--- src/rtl/shift_frame_pkg.sv ---
// Shared definitions for the shift frame sequencer: FSM encoding and width helper.
package shift_frame_pkg;

  typedef enum logic [1:0] {
    ST_IDLE  = 2'd0,
    ST_SHIFT = 2'd1,
    ST_DONE  = 2'd2
  } state_t;

  // ceil(log2(value)), never less than 1 so a counter always has a bit
  function automatic int clog2_min1(input int value);
    int width;
    width = 1;
    while ((32'd1 << width) < value) begin
      width = width + 1;
    end
    return width;
  endfunction

endpackage

--- src/rtl/shift_frame_core.sv ---
// Tx/rx shift registers of the frame sequencer; bit order selected by SHIFT_LSB_FIRST_EN
// (undefined: MSB first with left shifts, defined: LSB first with right shifts).
module shift_frame_core
  import shift_frame_pkg::*;
#(
  parameter int DATA_W = 8
) (
  input  logic              clk,
  input  logic              rst,
  input  logic              load,
  input  logic              shift_en,
  input  logic              i_d,
  input  logic [DATA_W-1:0] par_in,
  output logic              tx_ser,
  output logic [DATA_W-1:0] rx_par
);

  logic [DATA_W-1:0] tx_r;
  logic [DATA_W-1:0] rx_r;
  logic [DATA_W-1:0] tx_shift_s;
  logic [DATA_W-1:0] rx_shift_s;

  // Next shifted values and the serial tap for the selected bit order
  always_comb begin
`ifdef SHIFT_LSB_FIRST_EN
    tx_shift_s = {1'b0, tx_r[DATA_W-1:1]};
    rx_shift_s = {i_d, rx_r[DATA_W-1:1]};
    tx_ser     = tx_r[0];
`else
    tx_shift_s = {tx_r[DATA_W-2:0], 1'b0};
    rx_shift_s = {rx_r[DATA_W-2:0], i_d};
    tx_ser     = tx_r[DATA_W-1];
`endif
  end

  // Load clears rx so a new frame never inherits bits from an aborted one
  always_ff @(posedge clk) begin
    if (rst) begin
      tx_r <= '0;
      rx_r <= '0;
    end else if (load) begin
      tx_r <= par_in;
      rx_r <= '0;
    end else if (shift_en) begin
      tx_r <= tx_shift_s;
      rx_r <= rx_shift_s;
    end else begin
      tx_r <= tx_r;
      rx_r <= rx_r;
    end
  end

  assign rx_par = rx_r;

endmodule

--- src/rtl/shift_frame_ctrl.sv ---
// Frame sequencer: valid/ready word in, serial shift out/in, captured word out.
// Bit order follows SHIFT_LSB_FIRST_EN (see shift_frame_core).
module shift_frame_ctrl
  import shift_frame_pkg::*;
#(
  parameter int DATA_W  = 8,
  parameter int CLK_DIV = 1
) (
  input  logic              i_clk,
  input  logic              i_rst,
  input  logic [DATA_W-1:0] i_tx_data,
  input  logic              i_tx_valid,
  output logic              o_tx_ready,
  input  logic              i_d,
  output logic              o_q,
  output logic              o_frame,
  output logic [DATA_W-1:0] o_rx_data,
  output logic              o_rx_valid,
  output logic              o_busy
);

  localparam int DIV_W = clog2_min1(CLK_DIV);
  localparam int CNT_W = clog2_min1(DATA_W + 1);
  localparam logic [DIV_W-1:0] DIV_LAST = DIV_W'(CLK_DIV - 1);
  localparam logic [CNT_W-1:0] CNT_LAST = CNT_W'(DATA_W - 1);

  state_t            state_r;
  logic [DIV_W-1:0]  div_r;
  logic [CNT_W-1:0]  cnt_r;
  logic              frame_r;
  logic              busy_r;
  logic              rx_valid_r;
  logic [DATA_W-1:0] rx_data_r;
  logic              load_s;
  logic              shift_en_s;
  logic              tx_ser_s;
  logic [DATA_W-1:0] rx_par_s;

  assign o_tx_ready = (state_r == ST_IDLE);
  assign load_s     = i_tx_valid & o_tx_ready;
  assign shift_en_s = (state_r == ST_SHIFT) && (div_r == DIV_LAST);

  shift_frame_core #(
    .DATA_W(DATA_W)
  ) u_core (
    .clk     (i_clk),
    .rst     (i_rst),
    .load    (load_s),
    .shift_en(shift_en_s),
    .i_d     (i_d),
    .par_in  (i_tx_data),
    .tx_ser  (tx_ser_s),
    .rx_par  (rx_par_s)
  );

  // Frame FSM with divider, bit counter and registered status flags
  always_ff @(posedge i_clk) begin
    if (i_rst) begin
      state_r    <= ST_IDLE;
      div_r      <= '0;
      cnt_r      <= '0;
      frame_r    <= 1'b0;
      busy_r     <= 1'b0;
      rx_valid_r <= 1'b0;
      rx_data_r  <= '0;
    end else begin
      case (state_r)
        ST_IDLE: begin
          rx_valid_r <= 1'b0;
          if (i_tx_valid) begin
            state_r <= ST_SHIFT;
            div_r   <= '0;
            cnt_r   <= '0;
            frame_r <= 1'b1;
            busy_r  <= 1'b1;
          end else begin
            state_r <= ST_IDLE;
          end
        end
        ST_SHIFT: begin
          if (div_r == DIV_LAST) begin
            div_r <= '0;
            cnt_r <= cnt_r + CNT_W'(1);
            if (cnt_r == CNT_LAST) begin
              state_r    <= ST_DONE;
              frame_r    <= 1'b0;
              rx_valid_r <= 1'b1;
            end else begin
              state_r <= ST_SHIFT;
            end
          end else begin
            div_r <= div_r + DIV_W'(1);
          end
        end
        ST_DONE: begin
          // The rx register is complete here; latch it for holding
          rx_data_r  <= rx_par_s;
          rx_valid_r <= 1'b0;
          busy_r     <= 1'b0;
          state_r    <= ST_IDLE;
        end
        default: begin
          state_r    <= ST_IDLE;
          frame_r    <= 1'b0;
          busy_r     <= 1'b0;
          rx_valid_r <= 1'b0;
        end
      endcase
    end
  end

  // During the DONE strobe present the freshly completed word directly
  assign o_rx_data  = (state_r == ST_DONE) ? rx_par_s : rx_data_r;
  assign o_rx_valid = rx_valid_r;
  assign o_frame    = frame_r;
  assign o_busy     = busy_r;
  assign o_q        = frame_r & tx_ser_s;

endmodule

--- config.mk ---
export PLATFORM = sky130hd
export DESIGN_NAME = shift_frame_ctrl
export DESIGN_NICKNAME = d
export VERILOG_FILES = /design/src/rtl/shift_frame_pkg.sv /design/src/rtl/shift_frame_core.sv /design/src/rtl/shift_frame_ctrl.sv
export SDC_FILE = /design/constraint.sdc
export NUM_CORES = 1
export LEC_CHECK = 0
export ABC_AREA = 0
export CORE_MARGIN = 5
export CORE_UTILIZATION = 45
export DETAILED_ROUTE_END_ITERATION = 6
export GPL_TIMING_DRIVEN = 0
export PLACE_DENSITY = 0.7
export SETUP_SLACK_MARGIN = 0.15
export SYNTH_ARGS = -nofsm -noshare
export SYNTH_HDL_FRONTEND = slang
export SYNTH_SLANG_ARGS = --single-unit
export TNS_END_PERCENT = 20
--- constraint.sdc ---
create_clock -name i_clk -period 2.2 [get_ports i_clk]
set_input_delay 0.55 -clock i_clk [delete_from_list [all_inputs] [get_ports i_clk]]
set_output_delay 0.55 -clock i_clk [all_outputs]
set_load 0.02 [all_outputs]
==> metrics.txt, run 1 <==
HPWL Detailed=1980 um; Final setup viols=0; CP cell instances=nand2b_1 -> buf_6 -> mux2_4 -> buf_2; combinational share of power=0.110; DR WL/cell=approximately 13 um; post-synthesis sequential area ratio=0.481; crit path kind=register to primary output; GR Overflow Total=0; Critical Path Sink Type=primary output; Die ar.=4260 um^2; Clock power frac=0.310; nets@finish=about 190; vias per cell=approximately 5.3; Ys Warns=0; crit start category=register; Buf/Inv on CP=2; Slew HR=0.675; CTS Buf Count=5; Total GRT Usage=0.149; Std-Cell Core Area=2980 um^2; max-cap violations=0; area share of the largest cell type after synthesis=0.481; Clock Root Buffer=clkbuf_4; initial antenna violation count=0; first-pass GRT wire length=a little under 5000 um; most frequent cells in the layout=dfxtp_1, nand2_1, nor2_1, clkdlybuf4s50_1, buf_2; critical path fanouts, max=8; CP delay by family, top=flip-flops; initial core utilization=0.461; Gate Count Post-Synth=143; most common cell after layout, fill and taps aside=dfxtp_1; net switching power=261 uW; gpl congestion=slightly above 0.7; Clock Skews=1.97 ps; synth unique cells=33; Final Hold Violating Endpoints=0; Switching Fraction=0.240; vias in the first global route=around 1,000; clock slew at reported path FFs=~90 ps; Die Ht=between 60 and 70 um; Die W=between 60 and 70 um; ratio of cells with drive above 1 in the final layout=0.195; RSZ-0062 raised after global routing=yes; Placed Cells=200; antenna cells=0; Tmin final=2020 ps; Clock Sinks=33; Layout Area Growth over Synthesis=22.0%; largest stage delay on the critical path=380 ps; initial detailed-routing violation count=43; f_max=approximately 490 MHz; hold_buf cts=0; worst hold-check path type=register to register; Post-synth EDFFs=0; synthesized cell area=about 1400 um^2; CP max-delay cell=dfxtp_4; WHS=about 470 ps; data required time at the worst endpoint=approximately 1700 ps; end-of-flow core utilization=0.563; outcome=finished clean; Antenna Violating Nets Remaining=0; post-route setup TNS=0 ps; Leakage=roughly 0.7 nW; Reg2Reg Setup Slack=just over 800 ps; Mapped Nets=about 160; Power Internal=~830 uW; Cell Pwr Density=approximately 650 nW/um^2; async set or reset register ratio after synthesis=0; Final Non-Filler Cells=roughly 210; Avg Synthesized Cell Area=between 9 and 10 um^2; sequential share of power=0.580; Worst EP arrival=about 1500 ps; Via Count=approximately 1,100; Rows=20; CTS tree=built; I/O pin count=25; # H-tree levels=2; final slew viol count=0; Synth Flop Type=dfxtp_1; Peak VDD IR=between 400 and 500 uV; Worst-Margin Slew=487 ps; final WL=around 2800 um; pin count of the biggest net entering global routing=11; maximum root-to-sink buffer count=2; Synth area leaders=dfxtp_1, mux2_4, nand2_1; DRT Pass-1 Iters=4; number of remaining DRC errors=0; Skew-Pair Late Insertion Delay=between 300 and 400 ps; Seq cells post-synth=33; final period utilization=0.918; area leader, netlist=dfxtp_1; Port Buf Inserts=24
## flip-flops by register name, indices dropped and copies added, names as in the netlist
register / cells
cnt_r: 4
o_busy: 1
o_frame: 1
o_rx_valid: 1
rx_data_r: 8
state_r: 2
u_core.rx_par: 8
u_core.tx_r: 8
## cells by family after synthesis
family                   after synthesis  synth area share
buffers and inverters                 13            0.0601
flip-flops                            33             0.481
AO/OA/AOI/OAI                         32             0.161
adder cells (fa/ha/maj)                1           0.00911
AND/OR/NAND/NOR                       56             0.201
multiplexers                           8            0.0874
## power groups by stage
stage               registers (mW)  logic, mW  clock network (mW)
detailed placement           0.645      0.120                   0
floorplan                    0.645     0.0698                   0
CTS                          0.631      0.121               0.357
global route                 0.634      0.132               0.389
finish                       0.630      0.120               0.337
global placement             0.643      0.117                   0
## metrics by stage
step,area (um^2),setup slack [ps],power (mW)
2_1_floorplan,1370,660,0.715
3_3_place_gp,1660,93.0,0.760
3_5_place_dp,1660,72.3,0.765
4_1_cts,1720,61.3,1.11
5_1_grt,1680,110,1.16
6_report,1680,179,1.09
## synthesized netlist by cell type, types with 2 or more instances
library cell and number:
a21oi_1 8, a211oi_1 8, nand2b_1 3, clkbuf_1 2
inv_1 2, nor2b_1 10, dfxtp_1 33, mux2_4 8
nor2_1 15, a22oi_1 2, buf_2 3, nand2_1 17
buf_6 3, nand3_1 2, o22ai_1 7, buf_4 2
nor3_1 2
## tightest hold or removal path: stages (launching register included)
cell      delay (ps)
dfxtp_1          330
inv_1             50
a211oi_1          50
## layer usage
| metal | vias up | global-route usage | routed length (um) |
|---|---|---|---|
| met5 | - | 0 | 0 |
| met1 | 502 | 0.176 | 1220 |
| met2 | 22 | 0.240 | 1370 |
| li1 | 559 | - | - |
| met4 | 0 | 0.0648 | 46 |
| met3 | 7 | 0.0547 | 114 |
## timing repair
action                                  4_1_cts  5_1_grt
gates cloned                                  0        0
gates resized for setup                      27        8
endpoints found under the setup margin        9        9
pin swaps                                     0        0
buffers inserted                              0        0
## area by class of cell
| type | count | area, um^2 |
|---|---|---|
| tap | 33 | 41.3 |
| sequential | 33 | 664 |
| timing repair buffer | 24 | 203 |
| clock buffer | 7 | 55.1 |
| fill | 294 | 1300 |
| buffer | 10 | 71.3 |
| multi-input combinational | 97 | 631 |
| inverter | 3 | 11.3 |
## worst paths after layout
kind	start	endpoint	depth (start not counted)
worst max-delay path	state_r[0]	o_rx_data[0]	4
worst max register to register	cnt_r[0]	state_r[0]	3
worst min register to register	o_busy	o_busy	2
worst min-delay path	o_busy	o_busy	2
(Power assumes the default switching activity.)
==> inputs of run 2 (changes only) <==
CORE_MARGIN = 2   (was 5)
==> metrics.txt, run 2 (same netlist as run 1, synthesis figures left out) <==
pin count of the biggest net entering global routing=11; clock slew at reported path FFs=approximately 100 ps; hold_buf cts=0; Via Count=1,083; FF-to-FF End=state_r[0]; initial core utilization=0.461; Reg2Reg Setup Slack=about 940 ps; worst reg-to-reg path cell count=3; Final setup viols=0; postcts setup bufs=0; worst hold-check path type=register to register; Port Buf Inserts=24; crit path kind=register to primary output; RSZ-0062 raised after global routing=yes; ratio of cells with drive above 1 in the final layout=0.200; vias per cell=approximately 5.2; first-pass GRT wire length=between 4000 and 5000 um; Clock Root Buffer=clkbuf_4; I/O pin count=25; combinational share of power=0.112; maximum root-to-sink buffer count=2; Clock power frac=0.296; Die ar.=around 3500 um^2; gpl congestion=roughly 0.74; Buf/Inv on CP=2; Clock Skews=5.12 ps; initial antenna violation count=0; Slew HR=0.686; final period utilization=0.921; vias in the first global route=1,048; Worst setup endpoint=o_rx_data[5]; Critical Path Sink Type=primary output; Switching Fraction=0.252; post-CTS sizing=27; # H-tree levels=2; initial detailed-routing violation count=20; data required time at the worst endpoint=1650 ps; most frequent cells in the layout=dfxtp_1, nand2_1, nor2_1, clkdlybuf4s50_1, buf_2; HPWL Detailed=a little under 2000 um; Die Ht=between 50 and 60 um; critical path fanouts, max=8; Fillers=284; number of remaining DRC errors=0; GR Overflow Total=0; CTS tree=built; dpl ws=approximately 81 ps; Tmin final=around 2000 ps; Worst-Margin Slew=471 ps; CTS Buf Count=5; net switching power=269 uW; CP startpoint=state_r[0]; Cell Pwr Density=approximately 640 nW/um^2; Die W=59.3 um; sequential share of power=0.592; WHS Path Cells=2; crit start category=register; Final Hold Violating Endpoints=0; final worst slack=around 170 ps; Total GRT Usage=0.178; post-route setup TNS=0 ps; Std-Cell Core Area=around 3000 um^2; CP max-delay cell=dfxtp_4; max-cap violations=0; DR WL/cell=13.1 um; critical path depth in cells=4; CP cell instances=nand2b_1 -> buf_6 -> mux2_4 -> buf_2; nets@finish=187; Rows=20; final slew viol count=0; Power Internal=between 700 and 800 uW; most common cell after layout, fill and taps aside=dfxtp_1; DRT Pass-1 Iters=4; Clock Sinks=33; WHS=approximately 470 ps; Peak VDD IR=just over 400 uV; Skew-Pair Late Insertion Delay=between 300 and 400 ps; reg-to-reg startpoint=cnt_r[0]; multi-input gate area in the final layout=between 600 and 700 um^2; Antenna Violating Nets Remaining=0; Layout Area Growth over Synthesis=21.8%; outcome=finished clean; sequential cell area=664 um^2; antenna cells=0; f_max=~500 MHz; largest stage delay on the critical path=390 ps; final WL=around 2700 um; CP delay by family, top=flip-flops; Worst EP arrival=between 1000 and 1500 ps; Leakage=about 0.7 nW
[run 2: cell types whose count changed in the layout (fill, tap and decap cells not counted), sizes merged]
| cell | delta |
|---|---|
| clkbuf | -1 |
| clkinv | +2 |
[run 2: worst reg2reg max path: stages, from the launching register on]
cell and delay (ps):
dfxtp_1 350, ha_1 230, and3b_1 220, a2111oi_0 350
[run 2: routing by layer]
| layer | global-route usage | vias to the layer above | wire length [um] |
|---|---|---|---|
| met5 | 0 | - | 0 |
| met4 | 0.0584 | 0 | 36 |
| met3 | 0.0655 | 5 | 133 |
| met2 | 0.308 | 20 | 1360 |
| met1 | 0.200 | 501 | 1190 |
| li1 | - | 557 | - |
[run 2: stage by stage]
stage	total power, mW	instances	cell area [um^2]	util
after global placement	0.760	200	1660	0.556
after detailed placement	0.765	200	1660	0.556
after floorplan	0.715	143	1370	-
after CTS	1.08	208	1710	0.576
final	1.07	208	1670	0.562
after global routing	1.12	208	1670	0.562
[run 2: final cells by class]
class	instances	area share
inverters	3	0.00673
well taps	33	0.0247
clock buffers	6	0.0247
plain buffers	10	0.0426
flip-flops and latches	33	0.397
clock inverters	2	0.00598
multi-input cells	97	0.377
repair buffers	24	0.121
[run 2: worst min-delay path by stage]
stage	endpoint	startpoint	slack, ps
after floorplan	u_core.rx_par[7]	u_core.rx_par[7]	440
after global placement	u_core.rx_par[7]	u_core.rx_par[7]	450
after detailed placement	o_busy	o_busy	460
after CTS	o_busy	o_busy	480
after global routing	u_core.rx_par[0]	u_core.rx_par[0]	500
final	o_busy	o_busy	470
[run 2: power by group through the flow]
stage / logic, mW / registers, mW / clock network (mW)
2_1_floorplan: 0.0698 / 0.645 / 0
3_3_place_gp: 0.117 / 0.643 / 0
3_5_place_dp: 0.120 / 0.645 / 0
4_1_cts: 0.121 / 0.631 / 0.330
5_1_grt: 0.132 / 0.634 / 0.354
6_report: 0.119 / 0.631 / 0.316
==> inputs of run 3 (changes only) <==
ABC_AREA = 1   (was 0)
PLACE_DENSITY = 0.69   (was 0.7)
SYNTH_HIERARCHICAL = 1   (was not set)
clock period = 2.1 ns   (was 2.2 ns; I/O delays follow)
==> metrics.txt, run 3 <==
vias in the first global route=989; WHS Path Cells=2; Die Ht=62 um; Skew-Pair Late Insertion Delay=between 300 and 400 ps; DRT Pass-1 Iters=4; vias per cell=~4.4; first-pass GRT wire length=4330 um; Final setup viols=0; final WL=2740 um; GR Overflow Total=0; Rows=21; top cells by instance count after synthesis=nand2_1, inv_1, dfxtp_1, nor2_1, a21oi_1; final slew viol count=0; Reg2Reg Setup Slack=~680 ps; critical path fanouts, max=6; CTS tree=built; multi-input gate area in the final layout=just under 700 um^2; Avg Synthesized Cell Area=around 7.5 um^2; combinational share of power=0.135; most common cell after layout, fill and taps aside=nand2_1; cell with the most instances after synthesis=nand2_1; data required time at the worst endpoint=around 1600 ps; CTS Buf Count=5; sequential cell area=668 um^2; initial detailed-routing violation count=38; area share of the largest cell type after synthesis=0.436; Ys Warns=6; Clock Skews=5.88 ps; Seq cells post-synth=33; outcome=finished clean; synth unique cells=26; most frequent cells in the layout=nand2_1, inv_1, dfxtp_1; Synth Flop Type=dfxtp_1; Cell Pwr Density=638 nW/um^2; f_max=between 500 and 600 MHz; Final Hold Violating Endpoints=0; # H-tree levels=2; Worst-Margin Slew=between 500 and 600 ps; Port Buf Inserts=24; Cell Area, Placed=about 1800 um^2; Mapped Nets=216; Layout Area Growth over Synthesis=28.8%; Clock Root Buffer=clkbuf_4; Critical Path Sink Type=primary output; worst hold-check path type=register to register; HPWL Detailed=roughly 1900 um; Peak VDD IR=about 410 uV; Via Count=1,271; Slew HR=0.643; final worst slack=between 200 and 250 ps; Leakage=just over 0.9 nW; worst reg-to-reg path cell count=6; CP startpoint=state_r[0]; Worst setup endpoint=o_rx_data[3]; maximum root-to-sink buffer count=2; I/O pin count=25; FF-to-FF End=u_core/tx_r[3]; end-of-flow core utilization=0.594; Post-synth EDFFs=0; initial core utilization=0.461; Switching Fraction=0.262; Fillers=roughly 320; RSZ-0062 raised after global routing=yes; Worst EP arrival=~1400 ps; clock slew at reported path FFs=about 100 ps; DR WL/cell=between 9 and 10 um; area leader, netlist=dfxtp_1; Tmin final=~1900 ps; Clock power frac=0.331; initial antenna violation count=0; WHS=approximately 460 ps; Synth area leaders=dfxtp_1, nand2_1, inv_1; post-synthesis sequential area ratio=0.436; Total GRT Usage=0.160; max-cap violations=0; nets@finish=approximately 250; Power Internal=918 uW; number of remaining DRC errors=0; final period utilization=0.901; async set or reset register ratio after synthesis=0; ratio of cells with drive above 1 in the final layout=0.238; dpl ws=-0.192 ps; reg-to-reg startpoint=state_r[1]; Std-Cell Core Area=3280 um^2; synthesized cell area=roughly 1500 um^2; Clock Sinks=33; antenna cells=0; sequential share of power=0.534; gpl congestion=0.730; design area=between 1500 and 2000 um^2; crit path kind=register to primary output; Die W=62 um; Die ar.=about 3800 um^2; crit start category=register; pin count of the biggest net entering global routing=11; net switching power=327 uW; Antenna Violating Nets Remaining=0; Gate Count Post-Synth=approximately 200
run 3: power groups by stage:
stage	combinational (mW)	clock (mW)	sequential, mW
after floorplan	0.107	0	0.681
after global placement	0.163	0	0.680
after detailed placement	0.165	0	0.680
after CTS	0.166	0.429	0.664
after global routing	0.191	0.456	0.668
final	0.168	0.412	0.665
run 3: cells by family (layout without fill, tap and decap cells):
logic type / after synthesis / after routing / synth area share
adder cells (fa/ha/maj): 1 / 1 / 0.00826
flip-flops: 33 / 33 / 0.436
buffers and inverters: 45 / 82 / 0.135
AND/OR/NAND/NOR: 91 / 91 / 0.266
AO/OA/AOI/OAI: 33 / 33 / 0.155
run 3: worst min-delay path by stage:
stage / startpoint / endpoint
2_1_floorplan: u_core/tx_r[0] / u_core/tx_r[0]
3_3_place_gp: o_rx_valid / o_rx_valid
3_5_place_dp: o_rx_valid / o_rx_valid
4_1_cts: o_rx_valid / o_rx_valid
5_1_grt: u_core/tx_r[0] / u_core/tx_r[0]
6_report: o_rx_valid / o_rx_valid
run 3: area by class of cell:
| cell class | count | area share |
|---|---|---|
| buffer | 8 | 0.0378 |
| clock buffer | 7 | 0.0334 |
| clock inverter | 1 | 0.00257 |
| inverter | 37 | 0.0738 |
| multi-input combinational | 125 | 0.345 |
| sequential | 33 | 0.343 |
| tap | 46 | 0.0295 |
| timing repair buffer | 29 | 0.135 |
run 3: through the flow:
step / cells / setup TNS (ps) / total power [mW]
final: 286 / 0 / 1.24
after global routing: 286 / 0 / 1.31
after CTS: 281 / 0 / 1.26
after detailed placement: 273 / -0.192 / 0.845
after global placement: 273 / 0 / 0.843
after floorplan: 203 / 0 / 0.788
run 3: what timing repair did:
item	4_1_cts	5_1_grt
setup buffers	0	4
endpoints found under the setup margin	9	10
resized for setup	32	14
cloned	0	1
hold buffers	0	0
run 3: worst max-delay path, cell delays in order, from the launching register on:
cell       delay (ps)
dfxtp_4           380
inv_6              90
nand2_8            70
clkbuf_16         160
o21ai_2           130
inv_1              50
buf_2             150
run 3: metal layers:
metal / part of all wire / global-route usage
met1: 0.49 / 0.211
met2: 0.44 / 0.229
met3: 0.046 / 0.0559
met4: 0.022 / 0.0821
met5: 0 / 0
